**config.mk**
```make
export PLATFORM = sky130hd
export DESIGN_NAME = alu_serial_ctrl_flat
export DESIGN_NICKNAME = d
export VERILOG_FILES = /design/src/rtl/alu_serial_ctrl_if.sv /design/src/rtl/alu_serial_ctrl.sv /design/src/flat_wrapper.sv
export SDC_FILE = /design/constraint.sdc
export NUM_CORES = 1
export LEC_CHECK = 0
export BUFFER_PORTS_ARGS = -buffer_cell sky130_fd_sc_hd__buf_2
export CAP_MARGIN = 15
export CORE_MARGIN = 5
export CORE_UTILIZATION = 32
export CTS_BUF_LIST = sky130_fd_sc_hd__clkbuf_2 sky130_fd_sc_hd__clkbuf_4 sky130_fd_sc_hd__clkbuf_8
export CTS_CLUSTER_SIZE = 14
export DETAILED_ROUTE_END_ITERATION = 7
export RECOVER_POWER = 25
export SYNTH_ARGS = -nofsm -noshare
export SYNTH_HDL_FRONTEND = slang
export SYNTH_SLANG_ARGS = --single-unit
```
**constraint.sdc**
```tcl
create_clock -name clk -period 2.14 [get_ports clk]
set_clock_uncertainty 0.05 [all_clocks]
set_input_delay 0.214 -clock clk [delete_from_list [all_inputs] [get_ports clk]]
set_output_delay 0.214 -clock clk [all_outputs]
set_load 0.01 [all_outputs]
```
**src/rtl/alu_serial_ctrl_if.sv**
```systemverilog
// Request/response bundle between the datapath and the bit-serial ALU sequencer.
// The datapath side is the master; the sequencer is the slave.
interface alu_serial_ctrl_if #(
    parameter int WIDTH = 32
);
    logic             start;
    logic [2:0]       op;
    logic [WIDTH-1:0] src_a;
    logic [WIDTH-1:0] src_b;
    logic             busy;
    logic             done;
    logic [WIDTH-1:0] result;
    logic             zero;
    logic             illegal;

    modport master (
        output start, op, src_a, src_b,
        input  busy, done, result, zero, illegal
    );

    modport slave (
        input  start, op, src_a, src_b,
        output busy, done, result, zero, illegal
    );
endinterface

```
**src/rtl/alu_serial_ctrl.sv**
```systemverilog
// Bit-serial sequencer driving one external 1-bit ALU slice, LSB first.
// SLT takes a second pass that feeds the captured sign bit into the slice's less input.
module alu_serial_ctrl #(
    parameter int WIDTH = 32
) (
    input  logic                clk,
    input  logic                rst,
    alu_serial_ctrl_if.slave    bus,
    output logic                alu_a,
    output logic                alu_b,
    output logic                alu_invert,
    output logic                alu_cin,
    output logic                alu_less,
    output logic [2:0]          alu_operation,
    input  logic                alu_dataOut,
    input  logic                alu_set,
    input  logic                alu_cout
);
    localparam int CW = $clog2(WIDTH);
    localparam logic [CW-1:0] LAST = CW'(WIDTH - 1);

    localparam logic [2:0] OP_AND = 3'd0;
    localparam logic [2:0] OP_OR  = 3'd1;
    localparam logic [2:0] OP_SUB = 3'd3;
    localparam logic [2:0] OP_SLT = 3'd4;

    typedef enum logic [1:0] {IDLE, RUN, SLTP, DONE} state_t;

    state_t           state_reg, state_next;
    logic [WIDTH-1:0] a_reg, a_next;
    logic [WIDTH-1:0] b_reg, b_next;
    logic [WIDTH-1:0] result_reg, result_next;
    logic [2:0]       op_reg, op_next;
    logic [CW-1:0]    cnt_reg, cnt_next;
    logic             carry_reg, carry_next;
    logic             slt_reg, slt_next;
    logic             zero_reg, zero_next;
    logic             illegal_reg, illegal_next;

    always_ff @(posedge clk) begin
        if (rst) begin
            state_reg   <= IDLE;
            a_reg       <= '0;
            b_reg       <= '0;
            result_reg  <= '0;
            op_reg      <= '0;
            cnt_reg     <= '0;
            carry_reg   <= 1'b0;
            slt_reg     <= 1'b0;
            zero_reg    <= 1'b0;
            illegal_reg <= 1'b0;
        end else begin
            state_reg   <= state_next;
            a_reg       <= a_next;
            b_reg       <= b_next;
            result_reg  <= result_next;
            op_reg      <= op_next;
            cnt_reg     <= cnt_next;
            carry_reg   <= carry_next;
            slt_reg     <= slt_next;
            zero_reg    <= zero_next;
            illegal_reg <= illegal_next;
        end
    end

    always_comb begin
        state_next    = state_reg;
        a_next        = a_reg;
        b_next        = b_reg;
        result_next   = result_reg;
        op_next       = op_reg;
        cnt_next      = cnt_reg;
        carry_next    = carry_reg;
        slt_next      = slt_reg;
        zero_next     = zero_reg;
        illegal_next  = illegal_reg;
        alu_a         = 1'b0;
        alu_b         = 1'b0;
        alu_invert    = 1'b0;
        alu_cin       = 1'b0;
        alu_less      = 1'b0;
        alu_operation = 3'b000;

        case (state_reg)
            IDLE: begin
                if (bus.start) begin
                    result_next = '0;
                    slt_next    = 1'b0;
                    cnt_next    = '0;
                    if (bus.op <= OP_SLT) begin
                        a_next       = bus.src_a;
                        b_next       = bus.src_b;
                        op_next      = bus.op;
                        carry_next   = (bus.op == OP_SUB) || (bus.op == OP_SLT);
                        zero_next    = 1'b0;
                        illegal_next = 1'b0;
                        state_next   = RUN;
                    end else begin
                        zero_next    = 1'b1;
                        illegal_next = 1'b1;
                        state_next   = DONE;
                    end
                end
            end
            RUN: begin
                alu_a      = a_reg[0];
                alu_b      = b_reg[0];
                alu_cin    = carry_reg;
                alu_invert = (op_reg == OP_SUB) || (op_reg == OP_SLT);
                case (op_reg)
                    OP_AND:  alu_operation = 3'b000;
                    OP_OR:   alu_operation = 3'b001;
                    default: alu_operation = 3'b010;
                endcase
                result_next = {alu_dataOut, result_reg[WIDTH-1:1]};
                carry_next  = alu_cout;
                a_next      = a_reg >> 1;
                b_next      = b_reg >> 1;
                cnt_next    = cnt_reg + CW'(1);
                if (cnt_reg == LAST) begin
                    // MSB sum bit is the sign of A-B; overflow deliberately not corrected
                    slt_next = alu_set;
                    cnt_next = '0;
                    if (op_reg == OP_SLT) begin
                        state_next = SLTP;
                    end else begin
                        zero_next  = (result_next == '0);
                        state_next = DONE;
                    end
                end
            end
            SLTP: begin
                alu_operation = 3'b011;
                alu_less      = slt_reg && (cnt_reg == '0);
                result_next   = {alu_dataOut, result_reg[WIDTH-1:1]};
                cnt_next      = cnt_reg + CW'(1);
                if (cnt_reg == LAST) begin
                    cnt_next   = '0;
                    zero_next  = (result_next == '0);
                    state_next = DONE;
                end
            end
            DONE: begin
                state_next = IDLE;
            end
            default: begin
                state_next = IDLE;
            end
        endcase
    end

    assign bus.busy    = (state_reg == RUN) || (state_reg == SLTP);
    assign bus.done    = (state_reg == DONE);
    assign bus.result  = result_reg;
    assign bus.zero    = zero_reg;
    assign bus.illegal = illegal_reg;
endmodule

```
**src/flat_wrapper.sv**
```systemverilog
// flat-port wrapper written by rule: the top's interface ports become plain ports
module alu_serial_ctrl_flat 
#(
    parameter int WIDTH = 32
)
  (clk, rst, alu_a, alu_b, alu_invert, alu_cin, alu_less, alu_operation, alu_dataOut, alu_set, alu_cout, bus_start, bus_op, bus_src_a, bus_src_b, bus_busy, bus_done, bus_result, bus_zero, bus_illegal);
  alu_serial_ctrl_if #(.WIDTH(WIDTH)) bus_i ();
  input  logic clk;
  input  logic rst;
  output logic alu_a;
  output logic alu_b;
  output logic alu_invert;
  output logic alu_cin;
  output logic alu_less;
  output logic [2:0] alu_operation;
  input  logic alu_dataOut;
  input  logic alu_set;
  input  logic alu_cout;
  input wire logic [$bits(bus_i.start)-1:0] bus_start;
  input wire logic [$bits(bus_i.op)-1:0] bus_op;
  input wire logic [$bits(bus_i.src_a)-1:0] bus_src_a;
  input wire logic [$bits(bus_i.src_b)-1:0] bus_src_b;
  output wire logic [$bits(bus_i.busy)-1:0] bus_busy;
  output wire logic [$bits(bus_i.done)-1:0] bus_done;
  output wire logic [$bits(bus_i.result)-1:0] bus_result;
  output wire logic [$bits(bus_i.zero)-1:0] bus_zero;
  output wire logic [$bits(bus_i.illegal)-1:0] bus_illegal;
  assign bus_i.start = bus_start;
  assign bus_i.op = bus_op;
  assign bus_i.src_a = bus_src_a;
  assign bus_i.src_b = bus_src_b;
  assign bus_busy = bus_i.busy;
  assign bus_done = bus_i.done;
  assign bus_result = bus_i.result;
  assign bus_zero = bus_i.zero;
  assign bus_illegal = bus_i.illegal;
  alu_serial_ctrl #(.WIDTH(WIDTH)) u_core (.clk(clk), .rst(rst), .bus(bus_i), .alu_a(alu_a), .alu_b(alu_b), .alu_invert(alu_invert), .alu_cin(alu_cin), .alu_less(alu_less), .alu_operation(alu_operation), .alu_dataOut(alu_dataOut), .alu_set(alu_set), .alu_cout(alu_cout));
endmodule
```
==> results_dict.tcl, run 1 <==
set metrics [dict create \
    hold_path_class "primary input to flip-flop" \
    vias_per_cell 4.91 \
    rsz0062_at_grt "no" \
    synthesis.area_sq_mm 0.00520 \
    i_o_pins 117 \
    clk_pin_slew_ns 0.10 \
    std_cell_rows 46 \
    worst_ir_drop_vdd_uv 696 \
    ys_dominant_reg_cell "dfxtp_1" \
    globalRouteTotalUtil_pct 12.7 \
    cell_chain_of_the_critical_path "inv_1 > ha_2 > nor4b_2 > nand4_1 > o32a_1 > a211oi_1" \
    multiplexer_area_fraction_after_synthesis_pct 12.3 \
    power_per_cell_area_mw_per_mm2 1260 \
    dr_wl_cell_um 14.4 \
    detailed_placer_s_ending_hpwl_mm 8.86 \
    numPlacedInstances 819 \
    p_leak_nw 2.22 \
    arrival_ns 2.22 \
    place.port_buffers 115 \
    maxCapViolCount 0 \
    floorplan.initialDensity_pct 32.7 \
    worstRegToRegCells 6 \
    synth-compound-area-share_pct 24.7 \
    finish.cell_count_without_fillers 835 \
    grt_start_max_net_pins 41 \
    first_pass_iters 4 \
    antenna-diode-count 0 \
    synthDistinctLibCells 46 \
    finish_stage_setup_viols 0 \
    regToRegSetupSlack_ns 0.16 \
    number_of_antenna_violations_at_the_first_check_in_global_routing 3 \
    finalWirelength_mm 12.0 \
    met2_usage_pct 20.7 \
    number_of_global_route_vias_before_repair 4044 \
    grt.met3_usage_pct 6.17 \
    gr-usage-met1_pct 15.1 \
    clk-insertion-delay-late_ns 0.37 \
    area_delta_synth_final_pct 18.6 \
    cpMaxStageDelayCell "dfxtp_1" \
    cts_tree "yes" \
    setup-tns-final_ns 0 \
    synth_simple_gate_area_share_pct 12.8 \
    slew_headroom_pct 66.3 \
    clock-root-buffer "clkbuf_8" \
    synthArstFlopShare_pct 0 \
    critical_path.max_stage_delay_ns 0.40 \
    synth_warnings 0 \
    grt_most_used_layer "met2" \
    clock-sinks 110 \
    share_of_final_layout_standard_cells_stronger_than_drive_strength_1_pct 30.0 \
    timing.critical_path.fanout_max 5 \
    timing.critical_path.required_ns 2.38 \
    period_utilization_pct 92.5 \
    die-height_um 137 \
    edff_count_synth 0 \
    critical_path.startpoint_type "flip-flop" \
    globalplace.congestion 0.785 \
    max-clock-path-buffers 2 \
    fin_nets 694 \
    post_synthesis_xor_xnor_area_fraction_pct 0 \
    post_synth.cell_area_avg_sq_um 10.2 \
    h-tree-depth 3 \
    total_power_mw 7.76 \
    worst-setup-path-type "flip-flop to flip-flop" \
    timing_worst_slew_pin_value_ns 0.506 \
    worstSetupStartpoint "u_core.state_reg[1]" \
    crit_path_end "u_core.bus.zero" \
    grt_first_pass_wirelength_mm 19.2 \
    critical_path.reg2reg.startpoint "u_core.state_reg[1]" \
    synth_adder_area_share_pct 1.69 \
    total_die_area_sq_mm 0.0189 \
    floorplan.core_area_sq_mm 0.0159 \
    regToRegEndpoint "u_core.bus.zero" \
    netlist_instances 512 \
    timing.final.hold_violations 0 \
    synth_top_family_by_area "compound AO/OA/AOI/OAI gates" \
    synth_seq_area_share_pct 42.4 \
    cts-buffers-inserted 9 \
    mappedNetlistNets 592 \
    maximum_operating_frequency_mhz 505 \
    status "completed" \
    finalWorstPathRequiredPeriod_ns 1.98 \
    grt_remaining_overflow 0 \
    detail_route.drc_violations 0 \
    vias 4100 \
    end_kind "flip-flop" \
    floorplan.die.width_um 137 \
    postRouteAntennaNets 0 \
    yosys_register_bits 110 \
    drt-initial-drc-count 179 \
    slew_viol_final 0 \
]
## per-stage QoR
step | util (%) | setup slack (ns) | area, sq um | hold slack [ns]
after CTS | 39.0 | 0.0470 | 6200 | 0.0111
after global placement | 37.9 | 0.143 | 6020 | 0.390
after detailed placement | 37.9 | 0.0133 | 6020 | 0.404
final | 38.8 | 0.160 | 6160 | 0.0422
after floorplan | - | 0.272 | 5200 | 0.312
after global routing | 38.8 | 0.0328 | 6160 | 0.00259
## cell type report
| class | instances | area (sq um) |
|---|---|---|
| Clock buffer | 11 | 139 |
| Clock inverter | 5 | 33.8 |
| Fill cell | 1674 | 9720 |
| Inverter | 6 | 22.5 |
| Multi-Input combinational cell | 353 | 2700 |
| Sequential cell | 110 | 2200 |
| Tap cell | 216 | 270 |
| Timing Repair Buffer | 134 | 793 |
## Yosys cell counts, types with 3 or more instances
| master | count | area [sq um] |
|---|---|---|
| a211oi_2 | 62 | 776 |
| dfxtp_1 | 110 | 2200 |
| buf_6 | 13 | 146 |
| ha_1 | 7 | 87.6 |
| nand2_1 | 4 | 15.0 |
| inv_1 | 5 | 18.8 |
| a211oi_1 | 4 | 30.0 |
| buf_4 | 5 | 37.5 |
| buf_2 | 12 | 60.1 |
| nor3_1 | 4 | 20.0 |
| o21ai_0 | 9 | 45.0 |
| mux2i_1 | 64 | 641 |
| nor2_1 | 107 | 402 |
| o21a_1 | 4 | 30.0 |
| clkbuf_1 | 11 | 41.3 |
| a22oi_1 | 36 | 270 |
| nor4_1 | 6 | 37.5 |
| a21oi_1 | 8 | 40.0 |
| and2_1 | 6 | 37.5 |
| nand3_1 | 3 | 15.0 |
## placed cells by master (no fill, tap or decap), types with 3 or more instances in the layout
master    synthesis  routed
a211oi_2         62      62
a22oi_1          36      36
inv_1             5       5
buf_12            0       9
a211oi_1          4       4
nand3_1           3       3
clkbuf_8          0       9
dfxtp_1         110     110
nor3_1            4       4
and2_1            6       6
buf_4             5      10
buf_2            12      79
a21oi_1           8       8
o21ai_0           9       9
mux2i_1          64      64
ha_1              7       5
clkbuf_1         11      35
nor2_1          107     107
nor4_1            6       6
o21a_1            4       4
nand2_1           4       4
## layer usage
layer | vias to the layer above | wire [um]
li1 | 2065 | -
met1 | 1914 | 5240
met5 | - | 34
met3 | 13 | 1080
met2 | 102 | 5610
met4 | 6 | 84
## critical path, delay by kind of cell (launching register included)
kind | cells | cell delay [ns]
DFF | 1 | 0.40
AOI/OAI and AO/OA | 2 | 0.60
and+or+nand+nor | 2 | 0.35
buffers and inverters | 1 | 0.11
adders and majority gates | 1 | 0.39
## worst min path at each step
stage	from	end	cells past startpoint	slack (ns)
finish	bus_src_b[31]	u_core.b_reg[31]	3	0.04
global route	bus_src_a[31]	u_core.a_reg[31]	3	0.003
CTS	bus_src_a[31]	u_core.a_reg[31]	3	0.01
detailed placement	u_core.carry_reg	u_core.carry_reg	2	0.40
global placement	u_core.carry_reg	u_core.carry_reg	2	0.39
floorplan	bus_src_a[31]	u_core.a_reg[31]	2	0.31
## cells by family after synthesis
kind of cell               after synthesis
DFF                                    110
and+or+nand+nor                        148
AOI/OAI and AO/OA                      133
buffers and inverters                   49
muxes                                   64
other                                    1
adders and majority gates                7
## power by group
group,switching (mW),total (mW),internal [mW]
Clock,0.695,1.15,0.451
Combinational,2.17,3.83,1.65
Sequential,0.264,2.79,2.53
Total,3.13,7.76,4.63
## repair_timing
item,CTS,global route
hold buffers,0,0
buffers inserted,0,0
endpoints found under the setup margin,2,1
gates cloned,0,0
endpoints found under the hold margin,0,0
resized for setup,2,1
(Power assumes the default switching activity.)
==> run 2: changes to the inputs <==
CELL_PAD_IN_SITES_DETAIL_PLACEMENT = 0   (was not set)
CELL_PAD_IN_SITES_GLOBAL_PLACEMENT = 1   (was not set)
CORE_UTILIZATION = 25   (was 32)
PLACE_DENSITY_LB_ADDON = 0.1   (was not set)
SETUP_SLACK_MARGIN = 0.1   (was not set)
==> run 2 against run 1 <==
  * Highest routed layer unchanged
  * Utilization fell by 7.8 points
  * Critical path depth did not move
  * Largest cell class unchanged
  * Design area rose by 2.4%
  * Count of clock-buffer cells in the layout did not move
  * Setup slack improved by 0.045 ns
  * Sequential share of layout area fell by 0.81 points
  * Sequential cell count did not move
  * First-iteration DRC count fell by 25%
  * Non-clock buffer count rose by 1
==> results_dict.tcl, run 2 (synthesized netlist as in run 1, its figures left out) <==
set metrics [dict create \
    h-tree-depth 3 \
    status "completed" \
    globalplace.congestion 0.737 \
    timing.hold.worst_path_depth 3 \
    slew_viol_final 0 \
    maxCapViolCount 0 \
    max-clock-path-buffers 2 \
    total_die_area_sq_mm 0.0238 \
    post-route-cell-area_sq_mm 0.00631 \
    critical_path_cell_count 6 \
    end_kind "flip-flop" \
    grt_remaining_overflow 0 \
    area_delta_synth_final_pct 21.4 \
    vias 4137 \
    arrival_ns 2.13 \
    mostFrequentLayoutCell "dfxtp_1" \
    clock-sinks 110 \
    clock-root-buffer "clkbuf_8" \
    floorplan.die.width_um 154 \
    power_per_cell_area_mw_per_mm2 1290 \
    worst-setup-path-type "flip-flop to flip-flop" \
    numPlacedInstances 867 \
    fin_nets 695 \
    final_cell_mix "109 x dfxtp_1, 107 x nor2_1, 79 x buf_2" \
    maximum_operating_frequency_mhz 517 \
    cpMaxStageDelayCell "buf_6" \
    timing.critical_path.required_ns 2.34 \
    cts-buffers-inserted 9 \
    cts_tree "yes" \
    worst_ir_drop_vdd_uv 578 \
    detail_route.drc_violations 0 \
    cell_chain_of_the_critical_path "inv_1 > ha_4 > inv_2 > o22ai_4 > buf_6 > a211oi_2" \
    timing.final.hold_violations 0 \
    drt-initial-drc-count 135 \
    finish.cell_count_without_fillers 889 \
    number_of_global_route_vias_before_repair 4153 \
    finalWorstPathRequiredPeriod_ns 1.93 \
    vias_per_cell 4.65 \
    number_of_antenna_violations_at_the_first_check_in_global_routing 3 \
    postRouteAntennaNets 0 \
    finalWirelength_mm 14.3 \
    i_o_pins 117 \
    first_pass_iters 4 \
    period_utilization_pct 90.4 \
    floorplan.initialDensity_pct 25.5 \
    share_of_final_layout_standard_cells_stronger_than_drive_strength_1_pct 29.8 \
    die-height_um 154 \
    total_power_mw 8.13 \
    detailed_placer_s_ending_hpwl_mm 9.33 \
    critical-path-top-delay-family "buffers and inverters" \
    hold_path_class "primary input to flip-flop" \
    worstRegToRegCells 6 \
    rsz0062_at_grt "yes" \
    critical_path.startpoint_type "flip-flop" \
    p_leak_nw 2.25 \
    grt_first_pass_wirelength_mm 22.1 \
    finish_stage_setup_viols 0 \
    setup-tns-final_ns 0 \
    grt_start_max_net_pins 77 \
    std_cell_rows 52 \
    dr_wl_cell_um 16.0 \
    timing.critical_path.fanout_max 38 \
    dpl_cell_area_sq_mm 0.00601 \
    critical_path.n_buffers_inverters 3 \
    critical_path.max_stage_delay_ns 0.45 \
    clk-insertion-delay-late_ns 0.37 \
    clk_pin_slew_ns 0.11 \
    globalRouteTotalUtil_pct 11.5 \
    place.port_buffers 115 \
    floorplan.core_area_sq_mm 0.0204 \
]
==> run 2: cell types whose count changed in the layout (fill, tap and decap cells not counted), moves of 2 or more <==
cell       previous run  this run
buf_12                9         5
clkbuf_16             0         2
clkbuf_4              2         0
clkbuf_8              9        11
clkinv_2              2         0
==> run 2: worst reg2reg max path, cell delays in order, from the launching register on <==
cell and delay, ns:
dfxtp_2 0.36, inv_1 0.14, ha_4 0.24, inv_2 0.12, o22ai_4 0.31, buf_6 0.45, a211oi_2 0.14
==> run 2: through the flow <==
step | setup WS (ns) | util, % | hold slack (ns)
after floorplan | 0.272 | - | 0.312
after global placement | -0.0603 | 29.5 | 0.390
after detailed placement | -0.0939 | 29.5 | 0.396
after CTS | 0.0108 | 30.8 | 0.00358
after global routing | 0.0655 | 31.0 | 0.00883
final | 0.205 | 31.0 | 0.0336
==> run 2: cell type report <==
cell class | count | area, sq um
Tap cell | 270 | 338
Timing Repair Buffer | 135 | 833
Fill cell | 2144 | 14100
Clock inverter | 3 | 45.0
Multi-Input combinational cell | 353 | 2710
Antenna cell | 1 | 2.50
Clock buffer | 11 | 151
Sequential cell | 110 | 2200
Inverter | 6 | 22.5
==> run 2: repair_timing <==
| action | CTS | global route |
|---|---|---|
| cloned | 1 | 2 |
| setup buffers | 0 | 3 |
| hold buffers | 1 | 0 |
| pin swaps | 0 | 1 |
| setup endpoints to repair | 74 | 78 |
| endpoints found under the hold margin | 1 | 0 |
| gates resized for setup | 4 | 6 |
==> run 2: worst paths after layout <==
| kind | startpoint | end | slack (ns) |
|---|---|---|---|
| worst min register to register | u_core.carry_reg | u_core.carry_reg | 0.40 |
| worst max-delay path | u_core.state_reg[1] | u_core.b_reg[28] | 0.21 |
| worst max register to register | u_core.state_reg[1] | u_core.b_reg[28] | 0.21 |
| worst min-delay path | bus_src_a[31] | u_core.a_reg[31] | 0.03 |
==> run 2: where the power goes <==
| part | internal [mW] | total, mW | leakage, nW | switching (mW) |
|---|---|---|---|---|
| Clock | 0.594 | 1.31 | 0.0935 | 0.718 |
| Combinational | 1.73 | 4.03 | 1.26 | 2.30 |
| Sequential | 2.53 | 2.79 | 0.900 | 0.260 |
==> run 2: layer usage <==
metal	vias to the layer above	share of wire (%)	global-route usage, %
met5	-	0.15	0
met4	4	0.89	2.52
met1	1965	46	14.5
met2	90	47	18.6
met3	12	6.1	4.81
li1	2066	-	-
==> run 3: changes to the inputs <==
PLACE_DENSITY = 0.51   (was not set)
PLACE_DENSITY_LB_ADDON = not set   (was 0.1)
==> run 3 against run 2 <==
  * Final cell count increased by 0.45%
  * Critical endpoint is now alu_operation[0]
  * Maximum frequency grew 2.6%
  * Utilization about the same
  * Routed wire length decreased by 5.6%
  * Critical path depth down 1
  * Highest routed layer unchanged
  * Sequential power is essentially flat
  * Non-clock buffer count rose by 2
  * Clock power fell by 5%
==> results_dict.tcl, run 3 (synthesized netlist as in run 1, its figures left out) <==
set metrics [dict create \
    i_o_pins 117 \
    cts-buffers-inserted 9 \
    grt_start_max_net_pins 57 \
    floorplan.core_area_sq_mm 0.0204 \
    finalWirelength_mm 13.5 \
    number_of_global_route_vias_before_repair 4212 \
    finish.cell_count_without_fillers 893 \
    power_per_cell_area_mw_per_mm2 1270 \
    fillers 2137 \
    max-clock-path-buffers 2 \
    place.port_buffers 115 \
    setup-tns-final_ns 0 \
    maximum_operating_frequency_mhz 530 \
    cts_tree "yes" \
    mostFrequentLayoutCell "dfxtp_1" \
    finish_stage_setup_viols 0 \
    detailed_placer_s_ending_hpwl_mm 9.27 \
    finalWorstPathRequiredPeriod_ns 1.89 \
    worst_ir_drop_vdd_uv 544 \
    critical_path.startpoint_type "flip-flop" \
    slew_viol_final 0 \
    p_leak_nw 2.25 \
    detail_route.drc_violations 0 \
    finish.utilization_pct 31.0 \
    arrival_ns 1.62 \
    vias 4067 \
    timing.critical_path.fanout_max 8 \
    floorplan.die.width_um 154 \
    timing.critical_path.required_ns 1.88 \
    grt_remaining_overflow 0 \
    worst_hold_slack_ns 0.0502 \
    status "completed" \
    clk-insertion-delay-late_ns 0.39 \
    hold_path_class "primary input to flip-flop" \
    fin_nets 697 \
    die-height_um 154 \
    slew_headroom_pct 65.3 \
    rsz0062_at_grt "yes" \
    timing_worst_slew_pin_value_ns 0.521 \
    clk_pin_slew_ns 0.11 \
    number_of_antenna_violations_at_the_first_check_in_global_routing 3 \
    h-tree-depth 3 \
    dp_worst_setup_slack_ns 0.151 \
    vias_per_cell 4.55 \
    std_cell_rows 52 \
    postRouteAntennaNets 0 \
    globalRouteTotalUtil_pct 11.2 \
    clock-root-buffer "clkbuf_8" \
    timing.final.hold_violations 0 \
    share_of_final_layout_standard_cells_stronger_than_drive_strength_1_pct 30.5 \
    area_delta_synth_final_pct 21.5 \
    postLayoutSetupSlackWorst_ns 0.254 \
    clock-sinks 110 \
    globalplace.congestion 0.730 \
    drt-initial-drc-count 180 \
    floorplan.initialDensity_pct 25.5 \
    total_die_area_sq_mm 0.0238 \
    period_utilization_pct 88.1 \
    first_pass_iters 4 \
    dr_wl_cell_um 15.1 \
    end_kind "primary output" \
    numPlacedInstances 872 \
    grt_first_pass_wirelength_mm 21.8 \
    maxCapViolCount 0 \
    worst-setup-path-type "flip-flop to primary output" \
    final_cell_mix "108 x dfxtp_1, 107 x nor2_1, 80 x buf_2" \
]
## run 3: cell type report
type	instances	area, sq um	area share, %
timing repair buffer	137	856	13.5
clock inverter	7	63.8	1.01
clock buffer	9	124	1.96
multi-input combinational	353	2700	42.8
antenna	1	2.50	0.0396
sequential	110	2210	34.9
inverter	6	22.5	0.357
tap	270	338	5.35
## run 3: worst paths after layout
path	startpoint	to	slack (ns)	cells past startpoint
setup / recovery	u_core.state_reg[0]	alu_operation[0]	0.25	5
hold / removal	alu_dataOut	u_core.bus.result[31]	0.05	3
setup reg to reg	u_core.state_reg[0]	u_core.bus.zero	0.32	6
hold reg to reg	u_core.carry_reg	u_core.carry_reg	0.41	2
## run 3: per-layer routing
metal  share of wire, %  GRT usage, %
met1                 46          14.0
met2                 45          17.6
met3                7.7          5.06
met4               0.93          2.99
met5               0.23             0
## run 3: worst max-delay path: stages, from the launching register on
cell     delay, ns
dfxtp_2       0.38
inv_1         0.11
ha_4          0.30
buf_4         0.14
nor2b_1       0.16
buf_2         0.15
## run 3: stage by stage
step	total power [mW]	cell area, sq um
2_1_floorplan	5.88	5200
3_3_place_gp	6.68	6090
3_5_place_dp	6.77	6090
4_1_cts	8.09	6300
5_1_grt	8.71	6320
6_report	8.05	6320
## run 3: timing repair
| action | in CTS | in global routing |
|---|---|---|
| endpoints found under the setup margin | 4 | 44 |
| hold buffers | 2 | 0 |
| buffers inserted | 0 | 1 |
| gates resized for setup | 2 | 5 |
| endpoints found under the hold margin | 2 | 0 |
| pin swaps | 0 | 1 |
| cloned | 0 | 1 |
## run 3: where the power goes
part	switching [mW]	internal, mW	total, mW
clock	0.798	0.451	1.25
combinational	2.23	1.77	4.00
sequential	0.267	2.53	2.80
